===== src/rtl/if_id_stage_buffer.sv =====
// IF/ID pipeline stage: valid/ready handshake register with flush (NOP injection) and a saturating stall counter.
// Build option IF_ID_SKID_EN adds a one-entry skid buffer so in_ready has no combinational path from out_ready.
//
// state | meaning
// EMPTY | no beat held; out_instr shows NOP_INSTR
// FULL  | main register holds the beat presented to decode
// SKID  | main register plus skid entry both hold beats (IF_ID_SKID_EN only)
module if_id_stage_buffer #(
    parameter int              XLEN      = 32,
    parameter int              ILEN      = 32,
    parameter logic [ILEN-1:0] NOP_INSTR = 32'h0000_0013,
    parameter int              CNT_W     = 16
) (
    input  logic             clk,
    input  logic             rstn,
    input  logic             in_valid,
    output logic             in_ready,
    input  logic [XLEN-1:0]  in_pc,
    input  logic [ILEN-1:0]  in_instr,
    input  logic             flush,
    output logic             out_valid,
    input  logic             out_ready,
    output logic [XLEN-1:0]  out_pc,
    output logic [XLEN-1:0]  out_pc_plus4,
    output logic [ILEN-1:0]  out_instr,
    output logic [CNT_W-1:0] stall_cnt,
    input  logic             stall_cnt_clr
);

    typedef enum logic [1:0] {
        EMPTY = 2'd0,
        FULL  = 2'd1,
        SKID  = 2'd2
    } state_t;

    localparam logic [CNT_W-1:0] CNT_MAX = '1;

    state_t           state_q;
    logic [XLEN-1:0]  pc_q;
    logic [XLEN-1:0]  pc4_q;
    logic [ILEN-1:0]  instr_q;
    logic [CNT_W-1:0] cnt_q;
    logic [CNT_W-1:0] cnt_d;
    logic             out_xfer;
    logic             accept;

`ifdef IF_ID_SKID_EN
    logic [XLEN-1:0]  skid_pc_q;
    logic [ILEN-1:0]  skid_instr_q;

    // Depends only on state: upstream never sees out_ready combinationally.
    assign in_ready = (state_q != SKID);
`else
    assign in_ready = (state_q == EMPTY) || out_ready;
`endif

    assign out_valid    = (state_q != EMPTY);
    assign out_pc       = pc_q;
    assign out_pc_plus4 = pc4_q;
    assign out_instr    = instr_q;
    assign stall_cnt    = cnt_q;

    assign out_xfer = out_valid && out_ready;
    assign accept   = in_valid && in_ready && !flush;

    always_ff @(posedge clk or negedge rstn) begin
        if (!rstn) begin
            state_q      <= EMPTY;
            pc_q         <= '0;
            pc4_q        <= '0;
            instr_q      <= NOP_INSTR;
`ifdef IF_ID_SKID_EN
            skid_pc_q    <= '0;
            skid_instr_q <= NOP_INSTR;
`endif
        end else if (flush) begin
            state_q <= EMPTY;
            pc_q    <= '0;
            pc4_q   <= '0;
            instr_q <= NOP_INSTR;
        end else begin
            case (state_q)
                EMPTY: begin
                    if (accept) begin
                        state_q <= FULL;
                        pc_q    <= in_pc;
                        pc4_q   <= in_pc + XLEN'(4);
                        instr_q <= in_instr;
                    end
                end
                FULL: begin
                    if (out_xfer) begin
                        if (accept) begin
                            pc_q    <= in_pc;
                            pc4_q   <= in_pc + XLEN'(4);
                            instr_q <= in_instr;
                        end else begin
                            state_q <= EMPTY;
                            instr_q <= NOP_INSTR;
                        end
                    end
`ifdef IF_ID_SKID_EN
                    else if (accept) begin
                        state_q      <= SKID;
                        skid_pc_q    <= in_pc;
                        skid_instr_q <= in_instr;
                    end
`endif
                end
`ifdef IF_ID_SKID_EN
                SKID: begin
                    if (out_xfer) begin
                        state_q <= FULL;
                        pc_q    <= skid_pc_q;
                        pc4_q   <= skid_pc_q + XLEN'(4);
                        instr_q <= skid_instr_q;
                    end
                end
`endif
                default: begin
                    state_q <= EMPTY;
                    instr_q <= NOP_INSTR;
                end
            endcase
        end
    end

    // Flush intentionally leaves the counter alone; only clear or reset zero it.
    always_comb begin
        cnt_d = cnt_q;
        if (stall_cnt_clr) begin
            cnt_d = '0;
        end else if (out_valid && !out_ready && (cnt_q != CNT_MAX)) begin
            cnt_d = cnt_q + CNT_W'(1);
        end
    end

    always_ff @(posedge clk or negedge rstn) begin
        if (!rstn) begin
            cnt_q <= '0;
        end else begin
            cnt_q <= cnt_d;
        end
    end

endmodule


===== config.mk =====
export PLATFORM = sky130hd
export DESIGN_NAME = if_id_stage_buffer
export DESIGN_NICKNAME = d
export VERILOG_FILES = /design/src/rtl/if_id_stage_buffer.sv
export SDC_FILE = /design/constraint.sdc
export NUM_CORES = 1
export LEC_CHECK = 0
export ABC_AREA = 1
export CORE_ASPECT_RATIO = 0.5
export CORE_UTILIZATION = 51
export CTS_BUF_LIST = sky130_fd_sc_hd__clkbuf_8
export CTS_CLUSTER_DIAMETER = 80
export DETAILED_ROUTE_END_ITERATION = 12
export HOLD_SLACK_MARGIN = 0.08
export PLACE_DENSITY = 0.89
export SYNTH_ARGS = -nofsm -noshare
export SYNTH_HDL_FRONTEND = slang
export SYNTH_SLANG_ARGS = --single-unit

===== constraint.sdc =====
create_clock -name clk -period 3.3 [get_ports clk]
set_input_delay 0.33 -clock clk [delete_from_list [all_inputs] [get_ports clk]]
set_output_delay 0.33 -clock clk [all_outputs]
set_load 0.05 [all_outputs]

==> impl_summary.md, run 1 <==
Run status
The flow ran to the end, and the final reports show no timing, DRC or antenna violations.

Pwr
The total internal power is ~2000 uW. The maximum resistive drop on vdd is between 0.0002 and 0.00025 V. The fraction of power consumed by combinational cells is between 20% and 30%. The switching power summed over all nets is 1020 uW. The clock network is responsible for 26.1% of the overall power. Dividing total power by cell area gives a power density of between 300 and 400 nW/um^2.

The portion of total power attributed to sequential cells is 49.3%. In this run the static leakage power is 0.00348 uW. The switching portion of total power is about a third.

Logic synthesis
The mean cell area of the mapped netlist is ~8 sq um. During synthesis, Yosys emitted a total of 0 warnings. The commonest cells after synthesis are 239 x nand2_1, 108 x dfrtp_1, 80 x nand3_1.

The leading cell type by number of instances after synthesis is nand2_1. The number of cells produced by synthesis is between 600 and 700. The number of synthesized flops with an enable pin is 0.

The mapped netlist covers around 5400 sq um. Yosys attributes the largest share of cell area to dfrtp_1 50%, nand2_1 17%, nand3_1 7.5%. The sequential area share after synthesis is between 50% and 60%. The top cell type by area accounts for roughly 50% of the synthesized area. The synthesized netlist net count is 752. The leading area contributor after synthesis is dfrtp_1. The flip-flop cell with the highest count after synthesis is dfrtp_1. Counting flops and latches in the post-synthesis netlist gives around 110. Yosys mapped the design onto 32 distinct sky130hd cell types. Counting flops with an async set or reset pin after synthesis yields a share of between 90% and 100%.

Drt
In this run the remaining antenna-violating nets after routing total 0. For this block, the via count after detailed routing is between 5000 and 6000. Dividing the detail-routed wire length by the instance count gives about 15 um.

The post-route DRC violation count is 0. The number of DRC violations after detailed-routing iteration 0 is 510. In the routed layout, each cell is associated on average with a via count of 5.39. The first TritonRoute pass finished after 5 iterations. The routed wire length is between 15 and 20 mm.

Floorplanning
The number of top-level pins is about 180. The initial cell density of the core is between 50% and 60%. The total area inside the core boundary comes to a little over 10000 sq um.

The placement row count is 26. The total die area is ~11000 sq um. The overall die width is about 150 um.

Measured along the y axis, the die boundary spans 74.5 um.

Setup path
The endpoint of the worst register-to-register path is stall_cnt[12]. The delay contributed by the slowest stage of the critical path is slightly above 800 ps. The worst register-to-register path has a depth of 9. Across all register-to-register paths, the minimum setup slack is approximately 1400 ps. Along the worst path, the maximum fanout reaches 5. The critical path is of the in -> out type. At the worst endpoint, the required time is 2970 ps. Traced cell by cell, the critical path runs through clkdlybuf4s50_1 > inv_2 > nand2_2 > clkdlybuf4s50_1.

The data arrival time of the critical path is 1830 ps. The cell type with the highest occurrence count on the critical path is clkdlybuf4s50_1. In this run the critical register-to-register path is launched from stall_cnt[0]. The slowest stage of the critical path belongs to the cell clkdlybuf4s50_1. STA classifies the critical path endpoint as an output pin. The element type at the critical path start is an input port.

Timing
Clock skew on the completed layout was measured at 11.3 ps. The number of hold violations in the final report is 0. Setup violations remaining at the end of the flow were counted as 0. The post-route fraction of the period consumed by the critical path is between 60% and 70%. The worst slew margin relative to its limit is approximately 24%.

Adding up every negative setup slack in the final design gives 0 ps. Setup repair after global routing left no endpoint under its margin. Derived from the worst setup path, the maximum achievable clock frequency is 0.464 GHz. The count of pins over their slew limit was 0. The routed design could run at a clock period as short as between 2000 and 2500 ps.

At the pin with the least slew margin, the transition time is between 1000 and 1500 ps.

Clock tree
Clock-pin slew was measured on the worst setup and hold paths at about 110 ps. The number of buffers inserted during clock tree synthesis is 9. The number of hold buffers added after CTS is 1. The later pin in the worst-skew pair is clocked with a latency of between 300 and 400 ps. The number of setup buffers added after CTS is 0. The number of sinks driven by the clock tree is 111. The clock passes through at most 2 buffers. The CTS tree is done. The number of cells upsized or downsized after cts is 0. The H-tree generated during clock tree synthesis spans 3 levels.

The root buffer cell chosen for the clock tree is clkbuf_8.

Hold path
The hold path startpoint is in_instr[20]. The destination of the worst hold path is out_instr[20]. Along the worst hold path, the cell count comes to 3. The tightest min-delay check is of the in -> reg type.

Global route
The remaining global-route overflow is 0. The first global-routing pass estimated 24.4 mm of wire. Entering global routing, the biggest net connects 67 pins. The combined global-route utilization of all metal layers is around 28%. The number of global-route vias before repair is ~5000. The initial antenna violation count came to 0.

Placement
The cell area after placement is between 7000 and 8000 sq um. Summed over all nets, the half-perimeter wirelength after detailed placement is roughly 11 mm. At the end of routability-driven placement, the weighted congestion stood at between 0.8 and 0.9. During placement, the flow inserted port buffers numbering about 180. Counting tap cells, the placed design contains a total of about 1000 instances.

Final layout
0 antenna diodes ended up in the layout. The area growth from synthesis to layout is 40.0%. Fill cells in the final layout number 771. After routing the design area is between 7000 and 8000 sq um. The final layout net count is 923.

The share of the core filled with cells is between 70 and 80%. Of the cells placed in the final design, the portion with a size suffix greater than 1 is 5.02%. The final standard cell count with taps included and fillers excluded is around 1000.

Flow run
The number of maximum-capacitance constraint violations is 0.
worst max-delay path, delay by kind of cell:
family | cells | cell delay [ps]
buffers and inverters | 3 | 1360
AND/OR/NAND/NOR | 1 | 130
placed cells by master, fill, tap and decap left out:
| cell | Yosys | routed |
|---|---|---|
| o21ai_1 | 15 | 15 |
| inv_1 | 46 | 47 |
| ha_1 | 2 | 2 |
| clkinv_4 | 0 | 3 |
| o21bai_1 | 2 | 2 |
| nand4_1 | 28 | 28 |
| inv_2 | 7 | 7 |
| o21ai_0 | 21 | 21 |
| o211ai_1 | 7 | 7 |
| xnor2_1 | 1 | 1 |
| nand2_1 | 239 | 239 |
| clkdlybuf4s50_1 | 0 | 182 |
| nor2_2 | 3 | 3 |
| o22ai_1 | 3 | 3 |
| buf_12 | 0 | 4 |
| inv_8 | 0 | 1 |
| nor3_1 | 3 | 3 |
| xor2_1 | 5 | 5 |
| nand3b_1 | 2 | 2 |
| inv_6 | 0 | 1 |
| a22o_1 | 5 | 5 |
| nand3_2 | 1 | 1 |
| nor2_8 | 1 | 1 |
| dfrtp_1 | 108 | 108 |
| nor2_4 | 3 | 3 |
| or2_2 | 2 | 2 |
| nor2_1 | 60 | 60 |
| clkbuf_8 | 0 | 9 |
| a31oi_1 | 1 | 1 |
| nand2_2 | 2 | 2 |
| dlygate4sd3_1 | 0 | 1 |
| dfstp_2 | 3 | 3 |
| nand3_1 | 80 | 80 |
| buf_4 | 3 | 2 |
| a21oi_1 | 1 | 1 |
| clkinvlp_4 | 0 | 1 |
how the worst max path moves through the flow:
| stage | start | endpoint | slack (ps) | cells after the start |
|---|---|---|---|---|
| after CTS | out_ready | in_ready | 1140 | 4 |
| after floorplan | stall_cnt[0] | stall_cnt[2] | 1370 | 10 |
| after global placement | in_pc[3] | out_pc_plus4[28] | 1150 | 9 |
| final | out_ready | in_ready | 1140 | 4 |
| after global routing | out_ready | in_ready | 1100 | 4 |
| after detailed placement | in_pc[3] | out_pc_plus4[30] | 1050 | 9 |
cells by family (layout without fill, tap and decap cells):
| family | count (synthesis) | count (layout) | share of synthesized area (%) |
|---|---|---|---|
| buffers and inverters | 82 | 258 | 6.35 |
| AND/OR/NAND/NOR | 424 | 424 | 34.3 |
| adder cells (fa/ha/maj) | 2 | 2 | 0.467 |
| AO/OA/AOI/OAI | 55 | 55 | 6.00 |
| XOR/XNOR | 6 | 6 | 0.981 |
| flip-flops | 111 | 111 | 51.9 |
through the flow:
step	hold slack, ps	total power, uW	setup WS (ps)
detailed placement	461	2230	1050
global placement	459	2220	1150
CTS	457	3010	1140
finish	469	2990	1140
floorplan	34.4	1900	1370
global route	475	3100	1100
power groups by stage:
stage	logic, uW	registers, uW	clock network (uW)
after floorplan	155	1750	0
after global placement	722	1500	0
after detailed placement	733	1500	0
after CTS	737	1470	798
after global routing	776	1480	848
final	735	1470	781
sequential cells by signal, summed over array words and instances, names as in the netlist:
name,cells
state_q,1
out_pc,30
out_pc_plus4,32
out_instr,32
stall_cnt,16
layer usage:
metal / track usage, % / wire length, um / part of all wire, %
met1: 36.3 / 6390 / 42
met2: 49.9 / 7640 / 50
met3: 5.58 / 844 / 5.5
met4: 9.62 / 347 / 2.3
met5: 0 / 0 / 0
cell type report:
cell class	instances	area, sq um	area share (%)
Multi-Input combinational cell	487	2230	29.8
Clock inverter	7	57.6	0.768
Clock buffer	9	124	1.65
Tap cell	140	175	2.34
Timing Repair Buffer	189	1930	25.7
Inverter	53	199	2.65
Sequential cell	111	2780	37.1
Note: power is estimated with default switching activity, not from simulation.
==> run 2: changes to the inputs <==
--- a/config.mk
+++ b/config.mk
@@ -7,12 +7,12 @@
 export LEC_CHECK = 0
 export ABC_AREA = 1
 export CORE_ASPECT_RATIO = 0.5
-export CORE_UTILIZATION = 51
+export CORE_UTILIZATION = 47
 export CTS_BUF_LIST = sky130_fd_sc_hd__clkbuf_8
 export CTS_CLUSTER_DIAMETER = 80
 export DETAILED_ROUTE_END_ITERATION = 12
 export HOLD_SLACK_MARGIN = 0.08
-export PLACE_DENSITY = 0.89
+export PLACE_DENSITY = 0.83
 export SYNTH_ARGS = -nofsm -noshare
 export SYNTH_HDL_FRONTEND = slang
 export SYNTH_SLANG_ARGS = --single-unit
==> constraint.sdc (replaced) <==
create_clock -name clk -period 2.3 [get_ports clk]
set_input_delay 0.23 -clock clk [delete_from_list [all_inputs] [get_ports clk]]
set_output_delay 0.23 -clock clk [all_outputs]
set_load 0.05 [all_outputs]
==> run 2 against run 1 <==
Net effect:
- sequential cell count unchanged
- largest cell class unchanged
- clock power up 45%
- register-to-register slack worse by 1000 ps
- non-clock buffer count up 4
- worst hold slack worse by 100 ps
==> impl_summary.md, run 2 (synthesized netlist as in run 1, its figures left out) <==
Run status
The flow ran to the end, and the final reports show no timing, DRC or antenna violations.

Clock tree
The clock root buffer is clkbuf_8. TritonCTS built the clock tree. The clock insertion delay at the later pin of the skew report is 390 ps (about the same).

The number of sinks driven by the clock tree is 111 (unchanged). The number of H-tree branching levels is 3 (unchanged). The clock-pin slew reported for the worst setup and hold paths after clock tree synthesis is 110 ps (about the same). The number of buffers inserted during clock tree synthesis is 9 (unchanged). The number of cells upsized or downsized after cts is 0 (unchanged). The maximum number of buffers from clock root to sink is 2 (unchanged).

Setup path
The data arrival time of the critical path came to 1740 ps (-90 ps). The critical path capture point type is an output pin. The endpoint identified for the worst register-to-register timing path is stall_cnt[3]. The slowest stage of the critical path is the clkdlybuf4s50_1 cell.

Traced cell by cell, the critical path runs through clkdlybuf4s50_1. Among cell families on the critical path, the largest total delay comes from buffers and inverters. The maximum fanout encountered on the critical timing path was 2 (-3). Following the worst setup path forward leads to its endpoint at out_instr[4].

The number of gates on the worst path with buffers counted was 1 (-3). The worst register-to-register path begins at stall_cnt[0]. The critical path in this run is classified as reg -> out. The depth of the worst register-to-register path is 9 (unchanged). The delay contributed by the slowest stage of the critical path is 800 ps (-30 ps). The buffer and inverter count on the worst path is 1 (-2). The reg2reg setup slack is 410 ps (-1030 ps). The element type at the critical path start is a register. The required time of the critical path was 2070 ps (-900 ps). In this run the worst setup path begins at out_instr[4].

Pwr
The total chip power came to 4290 uW (+44%). The leakage dissipation is 0.00350 uW (+0.48%). The clock power share is 26.2% (about the same). The power per standard cell area is 570 nW/um^2 (+43%). The total internal power came to 2820 uW (+44%).

The portion of total power attributed to sequential cells came to 49.3% (about the same). The maximum resistive drop on vdd is 0.000294 V (+39%). The switching portion of total power is 34.2% (about the same). The fraction of power consumed by combinational cells is 24.5% (about the same). The switching power summed over all nets was 1470 uW (+44%).

Final layout
The share of the core filled with cells is 68.1% (-5.3 points). The final layout net count is 927 (+0.43%). The library cell used most frequently in the layout, excluding fill and tap cells, is nand2_1. The final standard cell count with taps included and fillers excluded is 1005 (+0.90%). The area of the multi-input gates is 2230 sq um (unchanged). The sequential cell area in the final layout is 2780 sq um (unchanged).

Leaving out fill and tap cells, the most frequent cells in the layout are 239 x nand2_1, 181 x clkdlybuf4s50_1, 108 x dfrtp_1, 80 x nand3_1, 60 x nor2_1. The fraction of layout instances using a drive strength above 1 is 5.58% (+0.56 points). Relative to the synthesized area, the layout overhead comes to 40.4%. The number of filler instances in the final layout was 909 (+18%). The count of antenna diodes in the layout is 0 (unchanged).

Timing
The final worst hold slack is 365 ps (-105 ps). The actual slew at the worst max-slew pin is 573 ps (-561 ps). Setup repair after global routing left no endpoint under its margin. The count of pins over their slew limit is 0 (unchanged). Dividing the final minimum period by the clock period gives approximately 86%. The setup violation total in the final timing report is 0 (unchanged).

The post-route setup TNS is 0 ps (unchanged). The final critical delay including setup and external delays is between 1500 and 2000 ps. Static timing analysis puts the maximum clock frequency at about 0.5 GHz. The number of hold violations in the final report was 0 (unchanged). The post-route clock skew is 11.3 ps (+0.0147 ps). The worst slew margin relative to its limit was 61.8% (+38 points).

Global route
The initial antenna violation count is 0 (unchanged). The combined global-route utilization of all metal layers is 25.9% (-2.6 points). The number of global-route vias before repair is 5106 (+1.9%). The wire length of the first global-routing pass is 24.6 mm (+0.79%). The maximum number of pins on one net before global-route repair is 55 (-18%). The remaining global-route overflow came to 0 (unchanged).

Drt
The detailed-routing iteration count for the pre-antenna-repair pass is 5 (unchanged). The routed length per instance came to 14.8 um (-2.9%). The via density per instance came to 5.22 (-3.1%). The via count of the routed design came to 5250 (-2.3%). The post-route DRC violation count is 0 (unchanged). The remaining antenna violation count after routing came to 0 (unchanged). The routed wire length is 14.9 mm (-2.0%). The number of DRC violations after detailed-routing iteration 0 is 315 (-38%).

Placement
The final weighted congestion in routability-driven placement is 0.868 (+0.32%). The count of buffers from port buffering came to 183 (unchanged). The total placed cells including tap cells was 988 (+0.92%). The detailed placer's ending HPWL came to 10.8 mm (-1.5%).

Floorplanning
The initial cell density of the core is 48.5% (-3.9 points). The overall die width is 153 um (+4.1%). The floorplan core area came to 11000 sq um (+8.1%). The number of top-level pins is 184 (unchanged). The floorplan die height is 77.5 um (+4.1%). The placement row count is 27 (+3.8%). The total die area is 11900 sq um (+8.3%).

Hold path
The worst hold-check path type is in -> async.

Flow run
The number of maximum-capacitance constraint violations is 0 (unchanged).
## run 2: how the worst min path moves through the flow
| stage | from | end | slack (ps) |
|---|---|---|---|
| 2_1_floorplan | rstn | out_instr[10] | -70 |
| 5_1_grt | in_instr[15] | out_instr[15] | 370 |
| 4_1_cts | in_instr[27] | out_instr[27] | 360 |
| 3_5_place_dp | rstn | out_instr[25] | 270 |
| 6_report | rstn | out_instr[23] | 360 |
| 3_3_place_gp | rstn | out_instr[25] | 260 |
## run 2: cell type report
type	count	share of cell area, %
Clock buffer	9	1.65
Inverter	53	2.65
Tap cell	145	2.41
Sequential cell	111	37.0
Clock inverter	7	0.782
Multi-Input combinational cell	487	29.7
Timing Repair Buffer	193	25.8
## run 2: power groups by stage
stage | clock (uW) | combinational [uW] | sequential (uW)
global placement | 0 | 1040 | 2150
detailed placement | 0 | 1050 | 2150
floorplan | 0 | 222 | 2500
global route | 1210 | 1110 | 2130
CTS | 1150 | 1060 | 2110
finish | 1130 | 1050 | 2110
## run 2: metrics by stage
| step | setup WS [ps] | cell area (sq um) |
|---|---|---|
| after global routing | 270 | 7520 |
| after CTS | 307 | 7520 |
| after floorplan | 370 | 5360 |
| after global placement | 273 | 7330 |
| after detailed placement | 216 | 7330 |
| final | 328 | 7520 |
## run 2: layer usage
layer,up-vias,track usage [%],wire length [um],share of wire [%]
met3,31,5.31,897,6.0
met5,-,0,0,0
li1,2554,-,-,-
met1,2477,31.6,6180,41
met4,0,9.19,333,2.2
met2,188,46.1,7500,50
## run 2: repair_timing
item,4_1_cts,5_1_grt
setup buffers,0,0
endpoints found under the hold margin,37,0
hold buffers,1,0
